===== config.mk =====
export PLATFORM = sky130hd
export DESIGN_NAME = param_seq_fsm
export DESIGN_NICKNAME = d
export VERILOG_FILES = /design/src/rtl/param_seq_fsm.sv
export SDC_FILE = /design/constraint.sdc
export NUM_CORES = 1
export LEC_CHECK = 0
export CORE_AREA = 2 2 39 41
export DETAILED_ROUTE_END_ITERATION = 7
export DIE_AREA = 0 0 41 43
export GPL_TIMING_DRIVEN = 0
export PLACE_DENSITY_LB_ADDON = 0.12
export SLEW_MARGIN = 20
export SYNTH_ARGS = -nofsm -noshare
export SYNTH_HDL_FRONTEND = slang
export SYNTH_SLANG_ARGS = --single-unit

===== constraint.sdc =====
create_clock -name clk -period 2.37 [get_ports clk]
set_clock_uncertainty 0.2 [all_clocks]
set_input_delay 0.3555 -clock clk [delete_from_list [all_inputs] [get_ports clk]]
set_output_delay 0.3555 -clock clk [all_outputs]
set_load 0.02 [all_outputs]

===== src/rtl/param_seq_fsm.sv =====
// param_seq_fsm
//   Parametrised sequence generator. A WIDTH-bit register steps through one
//   of four sequences (binary up, binary down, ring, Johnson). It supports a
//   parallel load, an enable, a terminal-count flag and an optional one-shot
//   halt at the terminal value.
//
// Parameters
//   WIDTH     register width, >= 2
//   RESET_VAL value placed in y on reset
//   ONE_SHOT  1: stop at the terminal value and raise done; 0: wrap freely
//
// Ports
//   clk   in   1      clock, rising edge
//   rst   in   1      asynchronous reset, active high
//   en    in   1      advance y one step
//   ld    in   1      load din into y (has priority over en)
//   mode  in   2      00 up, 01 down, 10 ring, 11 Johnson
//   din   in   WIDTH  parallel load value
//   y     out  WIDTH  current sequence value (registered)
//   tc    out  1      y is the terminal value of the current mode
//   done  out  1      FSM is in HALT (registered)
//   busy  out  1      FSM is in RUN (registered)
module param_seq_fsm #(
  parameter int unsigned      WIDTH     = 4,
  parameter logic [WIDTH-1:0] RESET_VAL = '0,
  parameter bit               ONE_SHOT  = 1'b0
) (
  input  logic             clk,
  input  logic             rst,
  input  logic             en,
  input  logic             ld,
  input  logic [1:0]       mode,
  input  logic [WIDTH-1:0] din,
  output logic [WIDTH-1:0] y,
  output logic             tc,
  output logic             done,
  output logic             busy
);

  typedef enum logic [1:0] {
    IDLE = 2'b00,
    RUN  = 2'b01,
    HALT = 2'b10
  } state_t;

  localparam logic [WIDTH-1:0] MSB_ONE = {1'b1, {(WIDTH-1){1'b0}}};
  localparam logic [WIDTH-1:0] LSB_ONE = {{(WIDTH-1){1'b0}}, 1'b1};

  state_t           state, state_next;
  logic [WIDTH-1:0] y_next;
  logic [WIDTH-1:0] step_val;

  // Terminal value of the currently selected mode.
  always_comb begin
    tc = 1'b0;
    unique case (mode)
      2'b00:   tc = (y == '1);
      2'b01:   tc = (y == '0);
      default: tc = (y == MSB_ONE);
    endcase
  end

  // Value y would take on an advance in the current mode.
  always_comb begin
    step_val = y;
    unique case (mode)
      2'b00: step_val = y + LSB_ONE;
      2'b01: step_val = y - LSB_ONE;
      // An all-zero ring would rotate forever as zero; seed a single one.
      2'b10: step_val = (y == '0) ? LSB_ONE : {y[WIDTH-2:0], y[WIDTH-1]};
      2'b11: step_val = {y[WIDTH-2:0], ~y[WIDTH-1]};
      default: step_val = y;
    endcase
  end

  always_comb begin
    state_next = state;
    y_next     = y;
    if (ld) begin
      y_next     = din;
      state_next = RUN;
    end else begin
      unique case (state)
        IDLE: begin
          // The first step out of IDLE never halts, even at terminal.
          if (en) begin
            y_next     = step_val;
            state_next = RUN;
          end
        end
        RUN: begin
          if (en) begin
            if (ONE_SHOT && tc) begin
              state_next = HALT;
            end else begin
              y_next = step_val;
            end
          end
        end
        HALT: state_next = HALT;
        default: state_next = IDLE;
      endcase
    end
  end

  // done/busy are registered copies of the next-state decode so they always
  // match the state register without a decode stage after it.
  always_ff @(posedge clk or posedge rst) begin
    if (rst) begin
      state <= IDLE;
      y     <= RESET_VAL;
      done  <= 1'b0;
      busy  <= 1'b0;
    end else begin
      state <= state_next;
      y     <= y_next;
      done  <= (state_next == HALT);
      busy  <= (state_next == RUN);
    end
  end

endmodule


# Word-level counts from Yosys, hierarchy flattened
# Index checks and enable logic that the tools add are counted.
# word_totals
inputBits,10
out_inout_bits,7
reg_bits,8
elab_cells,32
# classes
n_bitwise,1
n_addsub,2
n_eq_ne,9
mux,9
n_reduce_logical,7
# ops
operator,count
4-bit two-way mux,4
4-bit case mux with 4 select lines,1
2-bit equality test (second input constant),4
4-bit equality test (second input constant),2
2-bit by 1-bit equality test with 1-bit output (second input constant),3
2-bit case mux with 3 select lines,1
4-bit by 1-bit adder with 4-bit output (second input constant),1
2-bit zero test,2
4-bit zero test,1
2-bit two-way mux,2
2-bit nonzero test,2
4-bit by 1-bit subtractor with 4-bit output (second input constant),1
1-bit case mux with 2 select lines,1
2-bit AND reduction,1
2-bit OR reduction,1
1-bit inverter,1

# Logic depth before layout (Yosys ltp)
# Gate-level depths: netlist (run 1).
# depth
depth_word,6
ltp_mapped,8
mapped_depth_nobuf,7

# Least setup slack after synthesis (run 1)
# No wires, ideal clock.
# synth_timing
path_type,input port to flip-flop
startpoint,in mode[1]
endpoint,reg y[2]
path_slack_ns,0.309
stages,8
arrival_time_ns,1.738
path_buffers,1
cell_sequence,buf_4 -> nand2b_1 -> xnor2_1 -> ha_1 -> nor3b_1 -> or4_1 -> a32oi_1 -> o21ai_1
# synth_between
elab_chain_cells,5
word_cells_on_any_way,8
# synth_lines
item,line_no,source
from (decl),32,"input logic [1:0] mode,"
2-bit equality test (tied with other cells),66,unique case (mode)
4-bit case mux with 4 select lines (*),66,
4-bit two-way mux (*),86,if (en) begin
4-bit two-way mux (*),--,
4-bit two-way mux (*),79,if (ld) begin
to (signal assigned),116,y <= y_next;
to (decl),34,"output logic [WIDTH-1:0] y,"
# Every way passes the cells marked *; elsewhere a longest branch is shown, timed or not. The select of a mux whose other input is x is not followed.
# A chain may end at the register's enable or synchronous reset.

# Worst setup path in the final report (run 1)
# Ends and elaborated chain as after synthesis.

==> metrics.md, run 1 <==
| Metric | Value |
|---|---|
| Internal | `254.4 uW` |
| WP data required | `2.29 ns` |
| Clk Latency, worst-skew pair | `0.24 ns` |
| Least-Margin Pin Slew | `0.3097 ns` |
| Unrepaired setup endpoints after global routing | `no` |
| NetSw | `101.1 uW` |
| Min Tclk post-route | `2.200 ns` |
| Die width | `41 um` |
| Flops & latches, synth | `8` |
| Top cells by area, synth | `dfrtp_1, o21ai_0, nand2_1` |
| Crit Path Class | `input pin to register` |
| CTS tree | `yes` |
| Initial DRC count | `2` |
| Core ar. | `1384 um^2` |
| Number of remaining DRC errors | `0` |
| Syn Nets | `69` |
| Number of core rows | `14` |
| Status | `complete, no violations` |
| CTS Buf Count | `3` |
| Synth async-reset ratio | `1.000` |
| Worst-path clk slew | `0.05 ns` |
| WL per Instance | `10.39 um` |
| Distinct cells, synth | `26` |
| Syn Std Cell Area | `505.5 um^2` |
| Fin nets | `89` |
| Final core occ | `0.5072` |
| Total gr overflow | `0` |
| Final worst path period share | `0.9284` |
| Ys Warns | `0` |
| Worst VDD drop | `339.4 uV` |
| Post-synthesis sequential area ratio | `0.3960` |
| Post-Route WL | `956 um` |
| Count of input and output buffers | `15` |
| Share of the synthesized area in the top cell type | `0.3960` |
| Highest clock rate | `454.5 MHz` |
| Gpl congestion | `0.6592` |
| Placed Area | `675.6 um^2` |
| Sw Ratio | `0.2843` |
| Critical R2R Launch | `y[1]$_DFFE_PP0P_` |
| Max cap viols | `0` |
| Comb pwr share | `0.279` |
| EDFF count, synth | `0` |
| DR pass1 iterations | `3` |
| Via total after detailed routing | `471` |
| Antenna diodes | `0` |
| Filler cells | `130` |
| CTS sink cnt | `8` |
| Starting Density | `0.3653` |
| Final hold violations | `0` |
| Worst hold path class | `input pin to async pin` |
| Dpl hpwl | `760.4 um` |
| Worst Setup End Kind | `register` |
| Post-CTS Setup Bufs | `0` |
| Chip height | `43 um` |
| Leading area contributor after synthesis | `dfrtp_1` |
| R2R setup slack | `0.37 ns` |
| Synth Flop Type | `dfrtp_1` |
| Flop pwr share | `0.449` |
| Max Buffers Root-to-Sink | `2` |
| Critical Path Start Type | `input pin` |
| Hold slack | `0.1581 ns` |
| Number of H-tree levels | `1` |
| Mapped Cells | `58` |
| Pin count of the biggest net entering global routing | `11` |
| Area grow syn2layout | `38.86%` |
| Root Driver | `clkbuf_4` |
| Vias in the first global route | `410` |
| Total Routing Usage GR | `0.1283` |
| Pwr Density | `506.4 nW/um^2` |
| R2R Path End | `y[2]$_DFFE_PP0P_` |
| Detail Route Antenna Nets | `0` |
| First-pass GRT wire length | `1628 um` |
| Clk pwr share | `0.271` |
| Final Setup Violations | `0` |
| Initial antenna violation count | `0` |
| Max Slew Vio Count | `0` |
| Finished Cell Area | `701.9 um^2` |
| Die Footprint | `1763 um^2` |
| IO Count | `17` |
| Worst EP arrival | `2.12 ns` |
| Avg Cell Area, Syn | `8.715 um^2` |
| Via-to-Cell Ratio | `5.120` |
| P_leak | `0.0002985 uW` |
| Rel. slew slack | `0.7933` |
| CP Max Fanout | `10` |
| R2R cell count | `6` |
| Layout cells sized above 1 | `0.09211` |
## metrics by stage
stage	power [uW]	std cells	setup TNS, ns	worst slack (ns)
3_3_place_gp	262.3	89	-0.5985	-0.3123
6_report	355.5	92	0	0.1697
4_1_cts	364.0	92	0	0.03972
5_1_grt	383.3	92	0	0.004633
3_5_place_dp	262.9	89	-0.5852	-0.3081
2_1_floorplan	219.2	58	0	0.3092
## state kept, by name, indices dropped and copies added (netlist names)
signal and flops:
state 2, busy 1, done 1, y 4
## power groups by stage
stage	clock network [uW]	registers, uW	logic (uW)
6_report	96.5	160	99.2
5_1_grt	108	162	113
4_1_cts	104	160	101
3_5_place_dp	0	162	101
3_3_place_gp	0	162	100
2_1_floorplan	0	169	50.4
## worst max-delay path by stage
stage	from	to	slack, ns
3_3_place_gp	mode[1]	y[2]$_DFFE_PP0P_	-0.31
6_report	mode[1]	y[2]$_DFFE_PP0P_	0.17
5_1_grt	mode[1]	y[2]$_DFFE_PP0P_	0.005
3_5_place_dp	mode[1]	y[2]$_DFFE_PP0P_	-0.31
4_1_cts	mode[0]	y[2]$_DFFE_PP0P_	0.04
2_1_floorplan	mode[1]	y[2]$_DFFE_PP0P_	0.31
## cells in the final DEF (no fill, tap or decap), types with 2 or more instances in the layout
cell type / instances
a21oi_1: 2
buf_2: 2
clkbuf_4: 3
clkdlybuf4s50_1: 12
dfrtp_1: 8
dlygate4sd2_1: 2
inv_1: 3
nand2_1: 8
nand2b_1: 3
nor2_1: 3
nor2b_1: 2
nor3b_1: 4
o21ai_0: 7
## routing by layer
layer  track usage  vias to the layer above  share of wire
li1              -                      243              -
met1        0.1818                      217           0.47
met2        0.2000                       11           0.46
met3       0.02618                        0          0.061
met4       0.02000                        0              0
met5             0                        -              0
## synthesized netlist by cell type, drive strengths merged, types with 2 or more instances
cell	instances
dfrtp	8
a21oi	2
nor2b	2
nand2	8
nor3b	4
nor2	3
nand2b	3
o21ai	8
buf	3
inv	3
## what timing repair did
action | 4_1_cts | 5_1_grt
hold buffers | 0 | 0
endpoints found under the setup margin | 2 | 2
gates resized for setup | 3 | 1
gates cloned | 0 | 0
pin swaps | 1 | 0
## cells by family after synthesis
kind of cell,Yosys count,share of synthesized area
muxes,1,0.01980
adders and majority gates,1,0.02475
buffers and inverters,6,0.05694
DFF,8,0.3960
and+or+nand+nor,25,0.2847
AOI/OAI and AO/OA,16,0.2005
xor gates and xnor gates,1,0.01733
## cell type report
| cell class | count | area [um^2] | area share |
|---|---|---|---|
| clock buffer | 3 | 22.52 | 0.03209 |
| timing repair buffer | 15 | 150.1 | 0.2139 |
| multi-input combinational | 44 | 276.5 | 0.3939 |
| sequential | 8 | 200.2 | 0.2852 |
| buffer | 3 | 21.27 | 0.03030 |
| inverter | 3 | 11.26 | 0.01604 |
| tap | 16 | 20.02 | 0.02852 |
## critical path, cell delays in order
cell	delay (ns)
dlygate4sd2_1	0.27
buf_6	0.15
nand2b_1	0.16
xnor2_1	0.15
ha_1	0.19
nor3b_1	0.06
or4_1	0.48
a32oi_1	0.23
o21ai_1	0.08
No activity file was read; power rests on OpenSTA's default activity.
==> inputs of run 2 (changes only) <==
--- a/config.mk
+++ b/config.mk
@@ -9,7 +9,7 @@
 export DETAILED_ROUTE_END_ITERATION = 7
 export DIE_AREA = 0 0 41 43
 export GPL_TIMING_DRIVEN = 0
-export PLACE_DENSITY_LB_ADDON = 0.12
+export PLACE_DENSITY = 0.77
 export SLEW_MARGIN = 20
 export SYNTH_ARGS = -nofsm -noshare
 export SYNTH_HDL_FRONTEND = slang
==> metrics.md, run 2 (same netlist as run 1, synthesis figures left out) <==
| Metric | Value |
|---|---|
| Detail Route Antenna Nets | `0` |
| Max Slew Vio Count | `0` |
| Gpl congestion | `0.6659` |
| R2R setup slack | `0.36 ns` |
| Pin count of the biggest net entering global routing | `11` |
| Max cap viols | `0` |
| IO Count | `17` |
| Worst hold path class | `input pin to async pin` |
| Layout cells sized above 1 | `0.1053` |
| WL per Instance | `10.88 um` |
| DR pass1 iterations | `1` |
| Critical Path Start Type | `input pin` |
| Final Setup Violations | `0` |
| Highest clock rate | `449.6 MHz` |
| Area grow syn2layout | `39.36%` |
| Final hold violations | `0` |
| Post-Layout Cell Count | `92` |
| Initial antenna violation count | `0` |
| Crit path from | `mode[1]` |
| Worst VDD drop | `297.9 uV` |
| Initial DRC count | `0` |
| Die width | `41 um` |
| Total gr overflow | `0` |
| Clk Latency, worst-skew pair | `0.25 ns` |
| Total Routing Usage GR | `0.1474` |
| R2R cell count | `6` |
| Top Registers | `y (4), state (2)` |
| Core ar. | `1384 um^2` |
| Crit Path Class | `input pin to register` |
| Metal3 WL | `30 um` |
| Via total after detailed routing | `470` |
| Final worst path period share | `0.9385` |
| CP Max Fanout | `10` |
| Critical R2R Launch | `y[1]$_DFFE_PP0P_` |
| Worst-path clk slew | `0.05 ns` |
| Final core occ | `0.5090` |
| Largest register by flop count | `y` |
| First-pass GRT wire length | `1759 um` |
| P_leak | `0.0002967 uW` |
| Die Footprint | `1763 um^2` |
| Least-Margin Pin Slew | `0.3021 ns` |
| Number of remaining DRC errors | `0` |
| Count of input and output buffers | `15` |
| Highest Signal Layer | `met4` |
| Max FFs per register | `4` |
| Filler cells | `128` |
| WL met1 | `447 um` |
| Post-Route WL | `1001 um` |
| CTS sink cnt | `8` |
| Chip height | `43 um` |
| Max Buffers Root-to-Sink | `2` |
| Antenna diodes | `0` |
| Rel. slew slack | `0.7972` |
| Fin nets | `89` |
| Starting Density | `0.3653` |
| Commonest non-fill, non-tap cell in the layout | `clkdlybuf4s50_1` |
| CTS Buf Count | `3` |
| R2R Path End | `y[2]$_DFFE_PP0P_` |
| Number of core rows | `14` |
| Finished Cell Area | `704.4 um^2` |
| Worst EP arrival | `2.16 ns` |
| Vias in the first global route | `446` |
| Inst Count DP | `89` |
| Min Tclk post-route | `2.224 ns` |
| Most frequent cells in the layout | `clkdlybuf4s50_1, nand2_1, dfrtp_1, o21ai_0, nor3b_1` |
| Root Driver | `clkbuf_4` |
| Pwr Density | `511.8 nW/um^2` |
| Placed Area | `675.6 um^2` |
| Total power | `360.5 uW` |
| Worst Setup End Kind | `register` |
| WP data required | `2.30 ns` |
| CTS tree | `yes` |
| Number of H-tree levels | `1` |
| Dpl hpwl | `802.8 um` |
| Status | `complete, no violations` |
| Via-to-Cell Ratio | `5.109` |
| Unrepaired setup endpoints after global routing | `no` |
| WL met2 | `507 um` |
## run 2: cell count changes in the layout (fill, tap and decap cells not counted)
| cell | change |
|---|---|
| ha_1 | -1 |
| ha_2 | +1 |
## run 2: layout make-up
| type | instances | area, um^2 | area share |
|---|---|---|---|
| repair buffers | 15 | 150.1 | 0.2131 |
| clock buffers | 3 | 22.52 | 0.03197 |
| well taps | 16 | 20.02 | 0.02842 |
| multi-input cells | 44 | 279.0 | 0.3961 |
| flip-flops and latches | 8 | 200.2 | 0.2842 |
| inverters | 3 | 11.26 | 0.01599 |
| plain buffers | 3 | 21.27 | 0.03020 |
## run 2: worst max-delay path by stage
stage | slack, ns | end
after global routing | 0.03 | y[2]$_DFFE_PP0P_
after global placement | -0.30 | y[2]$_DFFE_PP0P_
after floorplan | 0.31 | y[2]$_DFFE_PP0P_
final | 0.15 | y[2]$_DFFE_PP0P_
after CTS | 0.02 | y[2]$_DFFE_PP0P_
after detailed placement | -0.32 | y[2]$_DFFE_PP0P_
## run 2: repair_timing
item                                    4_1_cts  5_1_grt
hold buffers                                  0        0
endpoints found under the setup margin        2        1
gates resized for setup                       4        1
buffers inserted                              0        0
pin swaps                                     2        0
## run 2: through the flow
| stage | setup WS, ns | hold slack, ns | TNS (ns) |
|---|---|---|---|
| final | 0.1458 | 0.1423 | 0 |
| after global placement | -0.3044 | 0.2619 | -0.5615 |
| after global routing | 0.02755 | 0.1745 | 0 |
| after floorplan | 0.3092 | -0.02884 | 0 |
| after detailed placement | -0.3151 | 0.2699 | -0.5769 |
| after CTS | 0.01831 | 0.1439 | 0 |
## run 2: layer usage
metal | up-vias | track usage
li1 | 244 | -
met1 | 215 | 0.1940
met2 | 9 | 0.2156
met3 | 2 | 0.03141
met4 | 0 | 0.08000
met5 | - | 0
## run 2: power by group
group | total, uW | switching, uW | internal (uW)
Clock | 100 | 42.7 | 57.7
Combinational | 100 | 47.6 | 52.9
Sequential | 160 | 15.3 | 144
Total | 361 | 106 | 255
## run 2: worst max-delay path, cell delays in order
cell and delay, ns:
dlygate4sd2_1 0.27, buf_6 0.14, nand2b_1 0.16, xnor2_1 0.19, ha_2 0.21, nor3b_1 0.05, or4_1 0.47, a32oi_1 0.23
o21ai_1 0.08
==> inputs of run 3 (changes only) <==
--- a/config.mk
+++ b/config.mk
@@ -5,9 +5,9 @@
 export SDC_FILE = /design/constraint.sdc
 export NUM_CORES = 1
 export LEC_CHECK = 0
-export CORE_AREA = 2 2 39 41
+export CORE_AREA = 2 2 40 42
 export DETAILED_ROUTE_END_ITERATION = 7
-export DIE_AREA = 0 0 41 43
+export DIE_AREA = 0 0 42 44
 export GPL_TIMING_DRIVEN = 0
 export PLACE_DENSITY = 0.77
 export SLEW_MARGIN = 20
==> constraint.sdc (replaced) <==
create_clock -name clk -period 1.9 [get_ports clk]
set_clock_uncertainty 0.2 [all_clocks]
set_input_delay 0.285 -clock clk [delete_from_list [all_inputs] [get_ports clk]]
set_output_delay 0.285 -clock clk [all_outputs]
set_load 0.02 [all_outputs]
==> metrics.md, run 3 (same netlist as run 1, synthesis figures left out) <==
| Metric | Value |
|---|---|
| Highest clock rate | `507.2 MHz` |
| Worst-path clk slew | `0.05 ns` |
| Clk Latency, worst-skew pair | `0.25 ns` |
| P_leak | `0.0003215 uW` |
| Total gr overflow | `0` |
| R2R setup slack | `-0.07 ns` |
| Dpl hpwl | `759.4 um` |
| WP data required | `1.83 ns` |
| Metal3 WL | `59 um` |
| Failing checks | `setup timing` |
| R2R Path End | `y[2]$_DFFE_PP0P_` |
| Post-Route WL | `1034 um` |
| Unrepaired setup endpoints after global routing | `yes` |
| Area grow syn2layout | `45.54%` |
| Detail Route Antenna Nets | `0` |
| CP Max Fanout | `4` |
| Root Driver | `clkbuf_4` |
| Die Footprint | `1848 um^2` |
| Worst EP arrival | `1.90 ns` |
| DR pass1 iterations | `4` |
| CTS Buf Count | `3` |
| Most frequent cells in the layout | `clkdlybuf4s50_1, nand2_1, o21ai_0, dfrtp_1, nor3b_1` |
| Top Registers | `y (4), state (2)` |
| Least-Margin Pin Slew | `0.2830 ns` |
| Via-to-Cell Ratio | `4.905` |
| CTS sink cnt | `8` |
| Number of core rows | `14` |
| Number of H-tree levels | `1` |
| Final worst path period share | `1.038` |
| Fin nets | `92` |
| Worst Setup End Kind | `register` |
| Critical R2R Launch | `y[1]$_DFFE_PP0P_` |
| Worst hold path class | `input pin to async pin` |
| Setup_tns | `-0.07150 ns` |
| WL per Instance | `10.88 um` |
| Max cap viols | `0` |
| Final hold violations | `0` |
| CTS tree | `yes` |
| Max stage delay on crit path | `0.48 ns` |
| Crit-path cells | `xnor2_2 > ha_2 > nor2b_1 > or4_1 > a32oi_1 > o21ai_1` |
| Final Setup Violations | `1` |
| Cell family with most CP delay | `simple AND/OR/NAND/NOR gates` |
| Pin count of the biggest net entering global routing | `10` |
| Worst VDD drop | `418.5 uV` |
| CP bufs+invs | `0` |
| R2R cell count | `6` |
| First-pass GRT wire length | `1690 um` |
| Largest register by flop count | `y` |
| Gpl congestion | `0.6689` |
| Total Routing Usage GR | `0.1261` |
| Rel. slew slack | `0.8088` |
| Min Tclk post-route | `1.972 ns` |
| Pwr Density | `631.1 nW/um^2` |
| Number of remaining DRC errors | `0` |
| Via total after detailed routing | `466` |
| WL met1 | `506 um` |
| IO Count | `17` |
| Die width | `42 um` |
| Hold slack | `0.06610 ns` |
| Total power | `464.3 uW` |
| Chip height | `44 um` |
| Layout cells sized above 1 | `0.2152` |
| Commonest non-fill, non-tap cell in the layout | `clkdlybuf4s50_1` |
| Max FFs per register | `4` |
| Critical Path Start Type | `register` |
| Antenna diodes | `0` |
| Highest Signal Layer | `met4` |
| Slowest CP cell | `or4_1` |
| Max Buffers Root-to-Sink | `2` |
| Initial DRC count | `5` |
| Crit Path Class | `register to register` |
| Setup ws final | `-0.07150 ns` |
| WL met2 | `442 um` |
| Status | `complete, but fails checks` |
| Initial antenna violation count | `0` |
| Count of input and output buffers | `15` |
| Core ar. | `1419 um^2` |
| Vias in the first global route | `397` |
| Max Slew Vio Count | `0` |
| Starting Density | `0.3563` |
==> run 3: worst max path at each step <==
stage                      from          endpoint  slack (ns)  depth (start not counted)
2_1_floorplan           mode[1]  y[2]$_DFFE_PP0P_       -0.09                          8
3_3_place_gp            mode[1]  y[2]$_DFFE_PP0P_       -0.71                          9
3_5_place_dp            mode[1]  y[2]$_DFFE_PP0P_       -0.70                          9
4_1_cts        y[1]$_DFFE_PP0P_  y[2]$_DFFE_PP0P_       -0.07                          6
5_1_grt        y[1]$_DFFE_PP0P_  y[2]$_DFFE_PP0P_       -0.13                          6
6_report       y[1]$_DFFE_PP0P_  y[2]$_DFFE_PP0P_       -0.07                          6
==> run 3: final cells by class <==
| type | count | area [um^2] |
|---|---|---|
| fill | 121 | 683.2 |
| multi-input combinational | 44 | 294.0 |
| sequential | 8 | 201.4 |
| timing repair buffer | 18 | 165.2 |
| clock buffer | 3 | 22.52 |
| buffer | 3 | 21.27 |
| tap | 16 | 20.02 |
| inverter | 3 | 11.26 |
==> run 3: power breakdown <==
| part | internal, uW | switching (uW) |
|---|---|---|
| registers | 181 | 18.7 |
| clock network | 72.1 | 55.7 |
| logic | 73.6 | 63.7 |
==> run 3: repair_timing <==
| action | 4_1_cts | 5_1_grt |
|---|---|---|
| hold endpoints to repair | 0 | 0 |
| resized for setup | 15 | 3 |
| setup endpoints to repair | 3 | 3 |
| setup buffers | 2 | 1 |
| pin swaps | 4 | 0 |
| hold buffers | 0 | 0 |
==> run 3: per-layer routing <==
metal,vias to the layer above,track usage
li1,251,-
met1,200,0.1615
met2,13,0.1781
met3,2,0.03750
met4,0,0.09677
met5,-,0
==> run 3: stage by stage <==
step,cells,setup slack [ns],instance area [um^2],utilization
2_1_floorplan,58,-0.09030,505.5,-
3_3_place_gp,89,-0.7145,675.6,0.4762
3_5_place_dp,89,-0.6997,675.6,0.4762
4_1_cts,94,-0.07302,730.7,0.5150
5_1_grt,95,-0.1271,735.7,0.5185
6_report,95,-0.07150,735.7,0.5185
